File: src/rtl/video_timing_pkg.sv
// rtl/video_timing_pkg.sv - default video timing values and helpers shared by the sync generator and renderers
package video_timing_pkg;

    // Default 256x240 timing. The borders and sync widths add up to 309 clocks per line and 262 lines per frame.
    localparam int DEF_H_DISPLAY = 256;
    localparam int DEF_H_BACK    = 23;
    localparam int DEF_H_FRONT   = 7;
    localparam int DEF_H_SYNC    = 23;
    localparam int DEF_V_DISPLAY = 240;
    localparam int DEF_V_TOP     = 5;
    localparam int DEF_V_BOTTOM  = 14;
    localparam int DEF_V_SYNC    = 3;

    localparam int POS_W = 9;

    typedef logic [POS_W-1:0] pos_t;

    // Returns 1 when pos lies in the closed range [lo, hi].
    function automatic logic in_window(input pos_t pos, input pos_t lo, input pos_t hi);
        return (pos >= lo) && (pos <= hi);
    endfunction

endpackage

File: src/rtl/mod_counter.sv
// rtl/mod_counter.sv - enabled counter that wraps from MAX back to 0
// Ports: clk, rst_n (async, active-low), en (count when high), count (current value).
module mod_counter #(
    parameter int               WIDTH = 9,
    parameter logic [WIDTH-1:0] MAX   = '1
) (
    input  logic             clk,
    input  logic             rst_n,
    input  logic             en,
    output logic [WIDTH-1:0] count
);

    always_ff @(posedge clk or negedge rst_n) begin
        if (!rst_n) begin
            count <= '0;
        end else if (en) begin
            count <= (count == MAX) ? '0 : count + WIDTH'(1);
        end
    end

endmodule

File: src/rtl/hvsync_generator.sv
// rtl/hvsync_generator.sv - horizontal/vertical sync and beam position generator
// Ports: clk (pixel clock), reset (async, active-low), hsync/vsync (registered, active-high),
// display_on (combinational visible-area flag), hpos/vpos (9-bit beam column/line).
module hvsync_generator
    import video_timing_pkg::*;
#(
    parameter int H_DISPLAY = DEF_H_DISPLAY,
    parameter int H_BACK    = DEF_H_BACK,
    parameter int H_FRONT   = DEF_H_FRONT,
    parameter int H_SYNC    = DEF_H_SYNC,
    parameter int V_DISPLAY = DEF_V_DISPLAY,
    parameter int V_TOP     = DEF_V_TOP,
    parameter int V_BOTTOM  = DEF_V_BOTTOM,
    parameter int V_SYNC    = DEF_V_SYNC
) (
    input  logic clk,
    input  logic reset,
    output logic hsync,
    output logic vsync,
    output logic display_on,
    output pos_t hpos,
    output pos_t vpos
);

    localparam pos_t H_VIS        = pos_t'(H_DISPLAY);
    localparam pos_t H_SYNC_START = pos_t'(H_DISPLAY + H_FRONT);
    localparam pos_t H_SYNC_END   = pos_t'(H_DISPLAY + H_FRONT + H_SYNC - 1);
    localparam pos_t H_MAX        = pos_t'(H_DISPLAY + H_BACK + H_FRONT + H_SYNC - 1);
    localparam pos_t V_VIS        = pos_t'(V_DISPLAY);
    localparam pos_t V_SYNC_START = pos_t'(V_DISPLAY + V_BOTTOM);
    localparam pos_t V_SYNC_END   = pos_t'(V_DISPLAY + V_BOTTOM + V_SYNC - 1);
    localparam pos_t V_MAX        = pos_t'(V_DISPLAY + V_TOP + V_BOTTOM + V_SYNC - 1);

    logic h_wrap;

    // The line counter advances only on the edge where the pixel counter wraps.
    assign h_wrap = (hpos == H_MAX);

    mod_counter #(.WIDTH(POS_W), .MAX(H_MAX)) u_h_counter (
        .clk   (clk),
        .rst_n (reset),
        .en    (1'b1),
        .count (hpos)
    );

    mod_counter #(.WIDTH(POS_W), .MAX(V_MAX)) u_v_counter (
        .clk   (clk),
        .rst_n (reset),
        .en    (h_wrap),
        .count (vpos)
    );

    // Syncs sample the pre-edge position, so each pulse trails its window by one clock.
    always_ff @(posedge clk or negedge reset) begin
        if (!reset) begin
            hsync <= 1'b0;
            vsync <= 1'b0;
        end else begin
            hsync <= in_window(hpos, H_SYNC_START, H_SYNC_END);
            vsync <= in_window(vpos, V_SYNC_START, V_SYNC_END);
        end
    end

    assign display_on = (hpos < H_VIS) && (vpos < V_VIS);

endmodule

File: config.mk
export PLATFORM = sky130hd
export DESIGN_NAME = hvsync_generator
export DESIGN_NICKNAME = d
export VERILOG_FILES = /design/src/rtl/video_timing_pkg.sv /design/src/rtl/mod_counter.sv /design/src/rtl/hvsync_generator.sv
export SDC_FILE = /design/constraint.sdc
export NUM_CORES = 1
export LEC_CHECK = 0
export CAP_MARGIN = 30
export CELL_PAD_IN_SITES_DETAIL_PLACEMENT = 1
export CELL_PAD_IN_SITES_GLOBAL_PLACEMENT = 2
export CORE_MARGIN = 2
export CORE_UTILIZATION = 32
export DETAILED_ROUTE_END_ITERATION = 10
export GPL_TIMING_DRIVEN = 0
export PLACE_DENSITY_LB_ADDON = 0.1
export SLEW_MARGIN = 20
export SYNTH_ARGS = -nofsm -noshare
export SYNTH_HDL_FRONTEND = slang
export SYNTH_SLANG_ARGS = --single-unit
File: constraint.sdc
create_clock -name clk -period 2.75 [get_ports clk]
set_clock_uncertainty 0.15 [all_clocks]
set_input_delay 0.4125 -clock clk [delete_from_list [all_inputs] [get_ports clk]]
set_output_delay 0.4125 -clock clk [all_outputs]
set_load 0.1 [all_outputs]
==> impl_metrics.json, run 1 <==
{
  "rows": 20,
  "gp_congestion": 0.728,
  "finalCritPeriodShare": 0.951,
  "ys_top_cells_by_area": "dfrtp_1, ha_1, xnor2_1",
  "cp-start-kind": "register",
  "grt_pass1_vias": 924,
  "cts_hold_buf": 0,
  "grt_pass1_wl_mm": 4.19,
  "clock_latency_ns": 0.30,
  "clock_sinks": 20,
  "clockPowerShare": 0.443,
  "postRouteAntennaNets": 0,
  "via_per_inst": 5.03,
  "r2r_slack_ns": 0.73,
  "yosys.cell_types.count": 31,
  "antenna_found_initial": 0,
  "max-slew-margin-rel": 0.347,
  "post_cts_buffers": 0,
  "worstRegToRegCells": 6,
  "synth_largest_area_cell": "dfrtp_1",
  "io_buffer_count": 22,
  "fin_crit_ns": 2.61,
  "dieWidth_um": 60.8,
  "max-cap-violations": 0,
  "setup_tns_ns": 0,
  "netlist_instances": 101,
  "async_flop_share": 1.00,
  "hold_slack_ns": 0.252,
  "critPathArrivalTime_ns": 2.05,
  "syn-num-nets": 108,
  "yosys_warnings": 0,
  "p_per_area_nw_per_um2": 393,
  "synth_area_per_cell_sq_um": 10.2,
  "cp_cell_sequence": "and4_1 > nor3_4 > dlygate4sd2_1",
  "dp_hpwl_mm": 1.83,
  "grt_usage": 0.155,
  "drc": 0,
  "comb_power_share": 0.016,
  "io_pins": 23,
  "pwr-share-seq": 0.540,
  "drv_slew": 0,
  "swShare": 0.184,
  "finalWorstSetupSlack_ns": 0.136,
  "intPower_uw": 444,
  "drtPass1Iterations": 2,
  "wire_per_inst_um": 14.5,
  "overflow": 0,
  "final_layout_size_suffix_gt1_frac": 0.0853,
  "worstSetupEndpointType": "primary output",
  "cp.required_ns": 2.19,
  "die_area_sq_um": 3690,
  "p_switching_uw": 100,
  "cpLargestDelayFamily": "buffers and inverters",
  "cts_max_level": 1,
  "max_stage_delay_ns": 0.86,
  "worstReg2RegEnd": "u_v_counter.count[8]",
  "initial_core_util": 0.338,
  "hold_viol_final": 0,
  "seq_area_frac_synth": 0.485,
  "slowest_stage": "dlygate4sd2_1",
  "ys_ff_latch": 20,
  "synth_area_sq_um": 1030,
  "vias": 871,
  "pre_cts_ws_ns": 0.193,
  "clk_pin_slew_worst_paths_ns": 0.13,
  "nNetsFinal": 137,
  "synth_top_area_share": 0.485,
  "place_inst": 167,
  "drt_iter0_markers": 40,
  "status": "completed",
  "die-height_um": 60.8,
  "cp_num_buf_inv": 1,
  "leakagePower_uw": 0.000575,
  "r2r-start": "u_v_counter.count[1]",
  "cts_tree": "done",
  "grt_max_degree": 21,
  "hp-class": "in -> async",
  "critPathLaunch": "u_v_counter.count[4]",
  "setup_viol": 0,
  "ctsRootBufferMaster": "clkbuf_4",
  "fp.coreArea_sq_um": 3050,
  "clock.fmax_mhz": 383,
  "area_growth_pct": 34.3,
  "wl_mm": 2.50,
  "tightest_slew_ns": 0.977,
  "synthFlopType": "dfrtp_1",
  "clk_path_buf_depth": 2,
  "ir_worst_vdd_v": 0.000181,
  "cts-buffers-inserted": 3,
  "path_max_fanout": 8,
  "rsz0062_at_grt": "false",
  "fin_cells": 173,
  "criticalPathCategory": "reg -> out",
  "synth_edf_count": 0,
  "n_antenna_cell": 0
}
[through the flow]
step | util | total power (uW) | instance area (sq um)
4_1_cts | 0.448 | 554 | 1370
3_3_place_gp | 0.432 | 307 | 1320
5_1_grt | 0.454 | 573 | 1390
6_report | 0.454 | 544 | 1390
3_5_place_dp | 0.432 | 307 | 1320
2_1_floorplan | - | 300 | 1040
[sequential cells by signal, indices dropped and copies added (netlist names)]
name               cells
vsync                  1
u_h_counter.count      9
hsync                  1
u_v_counter.count      9
[per-layer routing]
metal	share of wire	GRT usage	routed length, um	vias up
met5	0	0	0	-
met4	0.0060	0.0497	15	0
met3	0.025	0.0256	63	2
met2	0.53	0.275	1320	13
met1	0.44	0.191	1100	435
li1	-	-	-	421
[cell families (layout without fill, tap and decap cells)]
kind of cell / count (synthesis) / in the layout / share of synthesized area
compound gates: 16 / 16 / 0.0971
fa+ha+maj: 5 / 5 / 0.0607
buf+inv: 7 / 35 / 0.0303
flops: 20 / 20 / 0.485
xor+xnor: 10 / 10 / 0.0849
simple gates: 43 / 43 / 0.242
[timing repair]
item | 4_1_cts | 5_1_grt
gates resized for setup | 1 | 0
setup endpoints to repair | 1 | 0
endpoints found under the hold margin | 0 | 0
[cell type report]
class	count	area (sq um)
clock inverters	1	30.0
fillers	369	1670
plain buffers	3	16.3
well taps	44	55.1
clock buffers	3	22.5
inverters	4	15.0
repair buffers	24	235
flip-flops and latches	20	500
multi-input cells	74	510
[how the worst max path moves through the flow]
stage,to,slack [ns],cells after the start
2_1_floorplan,u_v_counter.count[8],0.23,5
3_3_place_gp,display_on,0.21,3
3_5_place_dp,display_on,0.19,3
4_1_cts,display_on,0.11,3
5_1_grt,display_on,0.04,3
6_report,display_on,0.14,3
[worst reg2reg max path, delay by kind of cell (launching register included)]
family	cells	cell delay, ns
flops	1	0.44
fa+ha+maj	1	0.14
simple gates	1	0.69
compound gates	3	0.39
buf+inv	1	0.12
[synthesized netlist by cell type (all sizes together) (2+ instances only)]
master / number
and3: 4
ha: 5
nor4: 3
inv: 4
nor3: 2
buf: 2
nand2: 10
xnor2: 6
a21oi: 5
dfrtp: 20
and2: 2
xor2: 4
nor2: 6
and4: 3
o21ai: 6
nand3: 4
nand4: 3
o31ai: 2
or4: 2
[cells in the final DEF, fill, tap and decap left out, types with 4 or more instances in the layout]
cell and count:
clkdlybuf4s50_1 21, dfrtp_1 20, nand2_1 10, xnor2_1 6, nor2_1 6, a21oi_1 5
o21ai_1 5, ha_1 5, inv_1 4, and3_1 4, nand3_1 4, xor2_1 4
[power groups by stage]
stage | Sequential (uW) | Combinational [uW] | Clock, uW
3_3_place_gp | 300 | 7.50 | 0
4_1_cts | 294 | 7.75 | 252
3_5_place_dp | 300 | 7.72 | 0
2_1_floorplan | 300 | 0.000194 | 0
5_1_grt | 294 | 10.2 | 268
6_report | 294 | 8.83 | 241
(Power assumes the default switching activity.)
==> inputs of run 2 (changes only) <==
--- a/config.mk
+++ b/config.mk
@@ -13,6 +13,7 @@
 export DETAILED_ROUTE_END_ITERATION = 10
 export GPL_TIMING_DRIVEN = 0
 export PLACE_DENSITY_LB_ADDON = 0.1
+export REMOVE_ABC_BUFFERS = 1
 export SLEW_MARGIN = 20
 export SYNTH_ARGS = -nofsm -noshare
 export SYNTH_HDL_FRONTEND = slang
==> run 2 against run 1 <==
Against the previous run:
- worst setup slack worse by 0.034 ns
- cell count decreased by 1.7%
- critical path depth down 2
- combinational power decreased by 1%
- sequential power is essentially flat
- first-iteration DRC count fell by 83%
- maximum frequency fell by 1.3%
- largest power group unchanged
==> impl_metrics.json, run 2 (synthesized netlist as in run 1, its figures left out) <==
{
  "finish.utilization": 0.441,
  "grt_pass1_vias": 886,
  "drv_slew": 0,
  "cp_num_buf_inv": 1,
  "max-cap-violations": 0,
  "criticalPathCategory": "reg -> out",
  "grt_use_met1": 0.205,
  "clock_sinks": 20,
  "n_antenna_cell": 0,
  "rows": 20,
  "clk_pin_slew_worst_paths_ns": 0.12,
  "grt_max_degree": 21,
  "grt_usage": 0.160,
  "setup_tns_ns": 0,
  "clk_path_buf_depth": 2,
  "wire_per_inst_um": 14.7,
  "regArea_sq_um": 500,
  "use_met3": 0.0192,
  "max_stage_delay_ns": 1.21,
  "nFillCells": 358,
  "path_max_fanout": 10,
  "overflow": 0,
  "postRouteAntennaNets": 0,
  "ctsRootBufferMaster": "clkbuf_4",
  "post_cts_buffers": 0,
  "via_per_inst": 5.14,
  "finalCritPeriodShare": 0.963,
  "drt_iter0_markers": 7,
  "finalWorstSetupSlack_ns": 0.102,
  "pre_cts_ws_ns": 0.159,
  "hp-class": "in -> async",
  "finalPower_uw": 476,
  "final_layout_size_suffix_gt1_frac": 0.0714,
  "dp_hpwl_mm": 1.75,
  "nNetsFinal": 134,
  "fin_crit_ns": 2.65,
  "layout_commonest_cell": "clkdlybuf4s50_1",
  "antenna_found_initial": 0,
  "layout_common_cells": "clkdlybuf4s50_1, dfrtp_1, nand2_1",
  "wl_mm": 2.50,
  "hold_viol_final": 0,
  "drtPass1Iterations": 2,
  "cts_tree": "done",
  "die_area_sq_um": 3690,
  "ir_worst_vdd_v": 0.000154,
  "p_per_area_nw_per_um2": 354,
  "fp.coreArea_sq_um": 3050,
  "drc": 0,
  "cp-start-kind": "register",
  "cpLargestDelayFamily": "buffers and inverters",
  "cts_max_level": 1,
  "top_regs": "u_h_counter.count x9, u_v_counter.count x9",
  "critPathArrivalTime_ns": 2.09,
  "rsz0062_at_grt": "false",
  "vias": 873,
  "io_pins": 23,
  "slowest_stage": "clkdlybuf4s50_1",
  "io_buffer_count": 22,
  "clock_latency_ns": 0.30,
  "gp_congestion": 0.691,
  "grtUsageMet2": 0.273,
  "tightest_slew_ns": 0.968,
  "cp_cell_sequence": "clkdlybuf4s50_1",
  "worstSetupEndpointType": "primary output",
  "dieWidth_um": 60.8,
  "grt_pass1_wl_mm": 4.33,
  "max-slew-margin-rel": 0.353,
  "die-height_um": 60.8,
  "leakagePower_uw": 0.000555,
  "cp.required_ns": 2.19,
  "setup_viol": 0,
  "clock.fmax_mhz": 378,
  "initial_core_util": 0.338,
  "cts-buffers-inserted": 3,
  "grt_busiest_layer": "met2",
  "area_growth_pct": 30.6,
  "multi_input_area_sq_um": 508,
  "status": "completed"
}
==> run 2: per-stage QoR <==
step	hold slack, ns	std cells	instance area, sq um
after floorplan	-0.0331	98	1010
after global placement	0.363	164	1290
after detailed placement	0.381	164	1300
after CTS	0.386	168	1330
after global routing	0.302	170	1350
final	0.292	170	1350
==> run 2: area by class of cell <==
type / count / share of cell area
multi-input combinational: 74 / 0.377
sequential: 20 / 0.372
inverter: 4 / 0.0112
tap: 44 / 0.0409
clock buffer: 4 / 0.0270
timing repair buffer: 24 / 0.172
==> run 2: repair_timing <==
item | 4_1_cts | 5_1_grt
pin swaps | 0 | 0
hold buffers | 0 | 0
resized for setup | 1 | 3
endpoints found under the setup margin | 1 | 1
==> run 2: path summary, 6_finish.rpt <==
path,depth (start not counted),slack [ns],from,end
max,1,0.10,u_h_counter.count[3],hpos[3]
min reg2reg,1,0.38,u_h_counter.count[5],hsync
max reg2reg,4,0.56,u_h_counter.count[6],u_v_counter.count[6]
max in group asynchronous,2,1.68,reset,u_h_counter.count[5]
min in group clk,1,0.38,u_h_counter.count[5],hsync
min,1,0.29,reset,u_h_counter.count[2]
==> run 2: where the power goes <==
group	switching, uW	internal, uW	leakage, uW
combinational	6.09	2.64	0.000269
sequential	0	294	0.000265
clock	93.0	80.7	0.0000210
==> run 2: layer usage <==
metal | part of all wire | vias up | wire [um]
met3 | 0.030 | 2 | 75
met1 | 0.45 | 437 | 1120
met5 | 0 | - | 0
met4 | 0.0060 | 0 | 15
met2 | 0.51 | 15 | 1280
li1 | - | 419 | -
